$ cat src/rtl/chain_dispatch_if.sv
// chain_dispatch_if: trace vector input, per-chain copies output and firmware config bus
interface chain_dispatch_if #(
  parameter int N = 8,
  parameter int DATA_WIDTH = 32,
  parameter int MAX_CHAINS = 4
);
  localparam int CW = (MAX_CHAINS > 1) ? $clog2(MAX_CHAINS) : 1;
  logic tracing;
  logic valid_in;
  logic eof_in;
  logic [N-1:0][DATA_WIDTH-1:0] vector_in;
  logic ready_out;
  logic [7:0] configId;
  logic [7:0] configData;
  logic [N-1:0][DATA_WIDTH-1:0] vector_out;
  logic [CW-1:0] chainId_out;
  logic valid_out;
  logic eof_out;
  modport master (
    output tracing, valid_in, eof_in, vector_in, configId, configData,
    input ready_out, vector_out, chainId_out, valid_out, eof_out
  );
  modport slave (
    input tracing, valid_in, eof_in, vector_in, configId, configData,
    output ready_out, vector_out, chainId_out, valid_out, eof_out
  );
endinterface

$ cat src/rtl/chain_dispatch_unit.sv
// chain_dispatch_unit: re-emits each accepted trace vector once per active chain, tagged 0..k-1
module chain_dispatch_unit #(
  parameter int N = 8,
  parameter int DATA_WIDTH = 32,
  parameter int MAX_CHAINS = 4,
  parameter int PERSONAL_CONFIG_ID = 0,
  parameter int INITIAL_NUM_CHAINS = 1
) (
  input logic clk,
  input logic reset,
  chain_dispatch_if.slave bus
);
  localparam int CW = (MAX_CHAINS > 1) ? $clog2(MAX_CHAINS) : 1;
  localparam int KW = $clog2(MAX_CHAINS + 1);
  typedef enum logic {IDLE, EMIT} state_t;
  state_t state_q, state_d;
  logic [KW-1:0] num_chains, k_lat, cfg_k;
  logic [CW-1:0] cnt;
  logic [N-1:0][DATA_WIDTH-1:0] vec_q;
  logic valid_q, eof_q, last, ready, accept, adv, cfg_hit;
  assign cfg_hit = bus.configId == 8'(PERSONAL_CONFIG_ID);
  assign cfg_k = (bus.configData == 8'd0) ? KW'(1) :
                 (bus.configData > 8'(MAX_CHAINS)) ? KW'(MAX_CHAINS) : KW'(bus.configData);
  always_comb begin
    last = KW'(cnt) == k_lat - KW'(1);
    ready = bus.tracing && (state_q == IDLE || last);
    accept = bus.valid_in && ready;
    adv = state_q == EMIT && bus.tracing && !last;
    state_d = accept ? EMIT : (!bus.tracing || last) ? IDLE : state_q;
  end
  always_ff @(posedge clk) begin
    if (reset) begin
      state_q <= IDLE;
      num_chains <= KW'(INITIAL_NUM_CHAINS);
      k_lat <= KW'(INITIAL_NUM_CHAINS);
      cnt <= '0;
      vec_q <= '0;
      valid_q <= 1'b0;
      eof_q <= 1'b0;
    end else begin
      state_q <= state_d;
      if (cfg_hit) num_chains <= cfg_k;
      if (accept) begin
        k_lat <= num_chains;
        cnt <= '0;
        vec_q <= bus.vector_in;
      end else if (adv) cnt <= cnt + CW'(1);
      valid_q <= accept || adv;
      eof_q <= accept ? bus.eof_in : eof_q & adv;
    end
  end
  assign bus.ready_out = ready;
  assign bus.valid_out = valid_q;
  assign bus.eof_out = eof_q;
  assign bus.chainId_out = cnt;
  assign bus.vector_out = vec_q;
endmodule

$ cat src/flat_wrapper.sv
// flat-port wrapper written by rule: the top's interface ports become plain ports
module chain_dispatch_unit_flat 
#(
  parameter int N = 8,
  parameter int DATA_WIDTH = 32,
  parameter int MAX_CHAINS = 4,
  parameter int PERSONAL_CONFIG_ID = 0,
  parameter int INITIAL_NUM_CHAINS = 1
)
  (clk, reset, bus_tracing, bus_valid_in, bus_eof_in, bus_vector_in, bus_configId, bus_configData, bus_ready_out, bus_vector_out, bus_chainId_out, bus_valid_out, bus_eof_out);
  chain_dispatch_if #(.N(N), .DATA_WIDTH(DATA_WIDTH), .MAX_CHAINS(MAX_CHAINS)) bus_i ();
  input logic clk;
  input logic reset;
  input wire logic [$bits(bus_i.tracing)-1:0] bus_tracing;
  input wire logic [$bits(bus_i.valid_in)-1:0] bus_valid_in;
  input wire logic [$bits(bus_i.eof_in)-1:0] bus_eof_in;
  input wire logic [$bits(bus_i.vector_in)-1:0] bus_vector_in;
  input wire logic [$bits(bus_i.configId)-1:0] bus_configId;
  input wire logic [$bits(bus_i.configData)-1:0] bus_configData;
  output wire logic [$bits(bus_i.ready_out)-1:0] bus_ready_out;
  output wire logic [$bits(bus_i.vector_out)-1:0] bus_vector_out;
  output wire logic [$bits(bus_i.chainId_out)-1:0] bus_chainId_out;
  output wire logic [$bits(bus_i.valid_out)-1:0] bus_valid_out;
  output wire logic [$bits(bus_i.eof_out)-1:0] bus_eof_out;
  assign bus_i.tracing = bus_tracing;
  assign bus_i.valid_in = bus_valid_in;
  assign bus_i.eof_in = bus_eof_in;
  assign bus_i.vector_in = bus_vector_in;
  assign bus_i.configId = bus_configId;
  assign bus_i.configData = bus_configData;
  assign bus_ready_out = bus_i.ready_out;
  assign bus_vector_out = bus_i.vector_out;
  assign bus_chainId_out = bus_i.chainId_out;
  assign bus_valid_out = bus_i.valid_out;
  assign bus_eof_out = bus_i.eof_out;
  chain_dispatch_unit #(.N(N), .DATA_WIDTH(DATA_WIDTH), .MAX_CHAINS(MAX_CHAINS), .PERSONAL_CONFIG_ID(PERSONAL_CONFIG_ID), .INITIAL_NUM_CHAINS(INITIAL_NUM_CHAINS)) u_core (.clk(clk), .reset(reset), .bus(bus_i));
endmodule
$ cat config.mk
export PLATFORM = sky130hd
export DESIGN_NAME = chain_dispatch_unit_flat
export DESIGN_NICKNAME = d
export VERILOG_FILES = /design/src/rtl/chain_dispatch_if.sv /design/src/rtl/chain_dispatch_unit.sv /design/src/flat_wrapper.sv
export SDC_FILE = /design/constraint.sdc
export NUM_CORES = 1
export LEC_CHECK = 0
export ABC_AREA = 1
export BUFFER_PORTS_ARGS = -buffer_cell sky130_fd_sc_hd__buf_2
export CAP_MARGIN = 40
export CORE_AREA = 2 2 207 209
export DETAILED_ROUTE_END_ITERATION = 10
export DIE_AREA = 0 0 209 211
export GPL_ROUTABILITY_DRIVEN = 0
export HOLD_SLACK_MARGIN = 0.12
export PLACE_DENSITY = 0.67
export SYNTH_ARGS = -nofsm -noshare
export SYNTH_HDL_FRONTEND = slang
export SYNTH_SLANG_ARGS = --single-unit
$ cat constraint.sdc
create_clock -name clk -period 3.4 [get_ports clk]
set_input_delay 0.68 -clock clk [delete_from_list [all_inputs] [get_ports clk]]
set_output_delay 0.68 -clock clk [all_outputs]
set_load 0.01 [all_outputs]
### Word level (Yosys, flattened, before mapping)

Cells that the tools add are included.

* reduce and logical (&&, ||, !) cells: 13
* equality and inequality tests: 1
* add/sub/neg operators: 2
* bitwise logic cells: 2
* $lt $le $gt $ge: 1
* muxes and demuxes: 5

Operators by type and width (count)
* logical NOT 8 bit: 2
* greater-than comparator 8 x 3 -> 1 bit, second input constant: 1
* 2-to-1 mux 3 bit: 2
* logical AND 1 bit: 4
* == test 2 x 3 -> 1 bit: 1
* logical OR 1 bit: 3
* 2-to-1 mux 1 bit: 3
* subtractor 3 x 1 -> 3 bit, second input constant: 1
* adder 2 x 1 -> 2 bit, second input constant: 1
* logical NOT 1 bit: 2
* nonzero test 2 bit: 1
* OR reduction 2 bit: 1
* bitwise AND 1 bit: 1
* NOT 1 bit: 1

* word-level logic and storage cells: 38
* output and inout bits: 261
* input bits: 277
* flip-flop bits (word level): 267

### Logic depth before layout (Yosys ltp)

* depth in word-level cells: 6
* mapped depth: 13

### Worst setup path before layout

No wires, ideal clock.

* kind: input to output
* start: input port bus_tracing
* end: output port bus_ready_out
* buffers on the path: 3
* stages: 4
* arrival time: 1.792 ns
* setup slack: 0.928 ns
* cells stage by stage: clkbuf_1 clkbuf_1 buf_1 a21boi_0

* word-level cells in the longest chain between the ends: 1

Ends and longest elaborated chain
* from (decl): RTL line flat_wrapper.sv:14 `input wire logic [$bits(bus_i.tracing)-1:0] bus_tracing;`
* logical AND 1 bit: RTL line chain_dispatch_unit.sv:26 `ready = bus.tracing && (state_q == IDLE || last);`
* to (decl): RTL line flat_wrapper.sv:20 `output wire logic [$bits(bus_i.ready_out)-1:0] bus_ready_out;`

No other way between the ends.

### Final worst setup path

* start: register u_core.k_lat[0]
* end: output port bus_ready_out

* word-level cells in the longest chain between the ends: 4

Ends and longest elaborated chain
* from (decl): RTL line chain_dispatch_unit.sv:17 `logic [KW-1:0] num_chains, k_lat, cfg_k;`
* from (signal assigned): RTL line chain_dispatch_unit.sv:35 `k_lat <= KW'(INITIAL_NUM_CHAINS);`
* from (signal assigned): RTL line chain_dispatch_unit.sv:44 `k_lat <= num_chains;`
* subtractor 3 x 1 -> 3 bit: RTL line chain_dispatch_unit.sv:25 `last = KW'(cnt) == k_lat - KW'(1);`
* == test 2 x 3 -> 1 bit: RTL line chain_dispatch_unit.sv:25
* logical OR 1 bit: RTL line chain_dispatch_unit.sv:26
* logical AND 1 bit: RTL line chain_dispatch_unit.sv:26

No other way between the ends.

==> results_dict.tcl <==
set metrics [dict create \
    seq_area_um2 5350 \
    worstPathRequired_ns 2.72 \
    setup_tns_ns 0 \
    n_fill_cell 4553 \
    cts.sinks 267 \
    ys_seq_area_share_pct 39.1 \
    slew_headroom_pct 53.0 \
    grt_busiest_layer "met2" \
    worstMarginPinSlew_ns 0.705 \
    use_met2_pct 29.6 \
    finalPower_mw 8.28 \
    wl_per_cell_um 12.6 \
    period_minus_slack_ns 2.73 \
    worstPathCellList "inv_1 -> ha_1 -> inv_1 -> nand2_1 -> nand2_1 -> nand3_2 -> a21boi_0 -> buf_2" \
    cts_tree "built" \
    maxCapViolCount 0 \
    cp_max_fo 6 \
    drc 0 \
    rsz0062_at_grt "no" \
    cts.repair.resized 0 \
    setup.worst_path.end_class "output port" \
    grt_use_met3_pct 4.95 \
    cpMaxStageDelayCell "dfxtp_1" \
    core_area_um2 41800 \
    skew_ns 0.00951 \
    fin_util_pct 42.5 \
    worst_slack_ns 0.668 \
    synth_area_per_cell_um2 6.01 \
    h-tree-depth 1 \
    drive_gt1_share_pct 25.1 \
    drv_slew 0 \
    power_leakage_nw 11.2 \
    status "finished, final reports clean" \
    path_buf_inv 3 \
    cts_root_buffer "clkbuf_16" \
    syn_inst 2273 \
    clkLatencyLatePin_ns 0.57 \
    setup_violations 0 \
    drtPass1Iterations 5 \
    cts_buffers 31 \
    hpwl_um 28300 \
    period_share_pct 80.4 \
    fin_nets 2999 \
    antenna_found_initial 3 \
    antenna_left 0 \
    worst-setup-path-type "reg2out" \
    die-height_um 211 \
    ys_ff_latch 267 \
    track_usage_pct 17.8 \
    synth-warning-count 0 \
    grt_pass1_wl_um 65000 \
    ioPinCount 538 \
    hold_buffers 0 \
    synth_cell_types 23 \
    cp-start-kind "flop" \
    area_delta_synth_final_pct 30.0 \
    grt_use_met1_pct 22.7 \
    initial_core_util_pct 32.7 \
    peakVddDrop_mv 0.338 \
    clock.fmax_ghz 0.366 \
    die_w_um 209 \
    vias_per_cell 4.25 \
    dieArea_um2 44100 \
    cts_setup_buffers 0 \
    syn-num-nets 2551 \
    multi_input_area_um2 4790 \
    holdWs_ns 0.345 \
    grt_pass1_vias 12400 \
    clockBufferDepth 3 \
    overflow 0 \
    final_hold_viol_count 0 \
    path_clk_slew_ns 0.05 \
    drt_iter0_drc 1118 \
    cp.arrival_ns 2.05 \
    place_ws_ns 1.07 \
    grt_max_degree 132 \
    hold_class "in2reg" \
    synth_area_um2 13700 \
    wl_um 41300 \
    io_buffers 537 \
    powerDensity_nw_per_um2 466 \
    crit_family "flip-flops" \
    rows 75 \
    vias 13900 \
    cp_slowest_stage_delay_ns 0.34 \
]
-- sequential cells by signal, summed over array words and instances, names as in the netlist --
name	cells
u_core.bus.chainId_out	2
u_core.bus.vector_out	256
u_core.num_chains	3
u_core.state_q	1
u_core.k_lat	3
u_core.bus.valid_out	1
u_core.bus.eof_out	1
-- cell type report --
cell class / instances / area share [%]
tap: 539 / 3.80
inverter: 783 / 16.6
clock inverter: 4 / 0.296
multi-input combinational: 1080 / 27.0
antenna: 1 / 0.0141
sequential: 267 / 30.1
timing repair buffer: 558 / 17.0
clock buffer: 52 / 5.21
-- per-stage QoR --
step | area, um2 | std cells
5_1_grt | 17700 | 3284
4_1_cts | 17700 | 3283
3_5_place_dp | 16800 | 3227
2_1_floorplan | 13700 | 2273
6_report | 17700 | 3284
3_3_place_gp | 16800 | 3227
-- placed cells by master, fill, tap and decap left out, types with 5 or more instances in the layout --
master and n:
clkbuf_1 14, buf_2 535, buf_12 12, nand2_1 533, dfxtp_1 267, clkbuf_8 9, clkbuf_16 31, nor2_1 266
a21oi_1 5, inv_1 696, inv_2 86, buf_4 9, nand4_1 263
-- worst paths after layout --
| check | slack (ns) | to | from | cells past startpoint |
|---|---|---|---|---|
| setup / recovery | 0.67 | bus_ready_out | u_core.k_lat[0] | 8 |
| setup reg to reg | 1.05 | u_core.bus.vector_out[166] | u_core.k_lat[0] | 12 |
| hold / removal | 0.35 | u_core.num_chains[0] | bus_configData[0] | 3 |
| hold reg to reg | 0.47 | u_core.num_chains[1] | u_core.num_chains[1] | 2 |
-- tightest hold or removal path, delay by kind of cell --
| family | cells | cell delay, ns |
|---|---|---|
| buffers and inverters | 1 | 0.08 |
| AOI/OAI and AO/OA | 1 | 0.07 |
| and+or+nand+nor | 1 | 0.05 |
-- report_power, final --
group | switching (mW) | total (mW) | internal, mW | leakage [nW]
combinational | 0.960 | 1.57 | 0.609 | 8.49
sequential | 0.110 | 3.47 | 3.36 | 2.20
clock | 1.33 | 3.24 | 1.91 | 0.476
total | 2.40 | 8.28 | 5.88 | 11.2
-- synthesized netlist by cell type --
cell      count  share of area, %
inv_1       696                19
nand2_1     533                15
dfxtp_1     267                39
nor2_1      266               7.3
nand4_1     263                12
inv_2        87               2.4
clkbuf_1     68               1.9
buf_2        43               1.6
buf_1        31              0.85
a21oi_1       5              0.18
nand3_1       2             0.073
a211oi_1      1             0.055
a21boi_0      1             0.055
and2_1        1             0.046
and3_1        1             0.046
buf_4         1             0.055
ha_1          1             0.092
nand2_2       1             0.046
nand3_2       1             0.073
nand3_4       1              0.13
o21ai_0       1             0.037
xnor2_1       1             0.064
xor2_1        1             0.064
-- metal layers --
layer / routed length (um) / vias to the layer above / part of all wire, %
met5: 27 / - / 0.065
met4: 818 / 4 / 2.0
met3: 3370 / 59 / 8.2
met2: 19200 / 443 / 46
met1: 17900 / 6042 / 43
li1: - / 7397 / -
-- cells by family (layout without fill, tap and decap cells) --
| group | after synthesis | count (layout) | synth area share, % |
|---|---|---|---|
| flops | 267 | 267 | 39.1 |
| compound gates | 8 | 8 | 0.330 |
| fa+ha+maj | 1 | 1 | 0.0916 |
| buf+inv | 926 | 1397 | 25.9 |
| simple gates | 1069 | 1069 | 34.4 |
| other cells | 0 | 1 | 0 |
| xor+xnor | 2 | 2 | 0.128 |
Note: power is estimated with default switching activity, not from simulation.
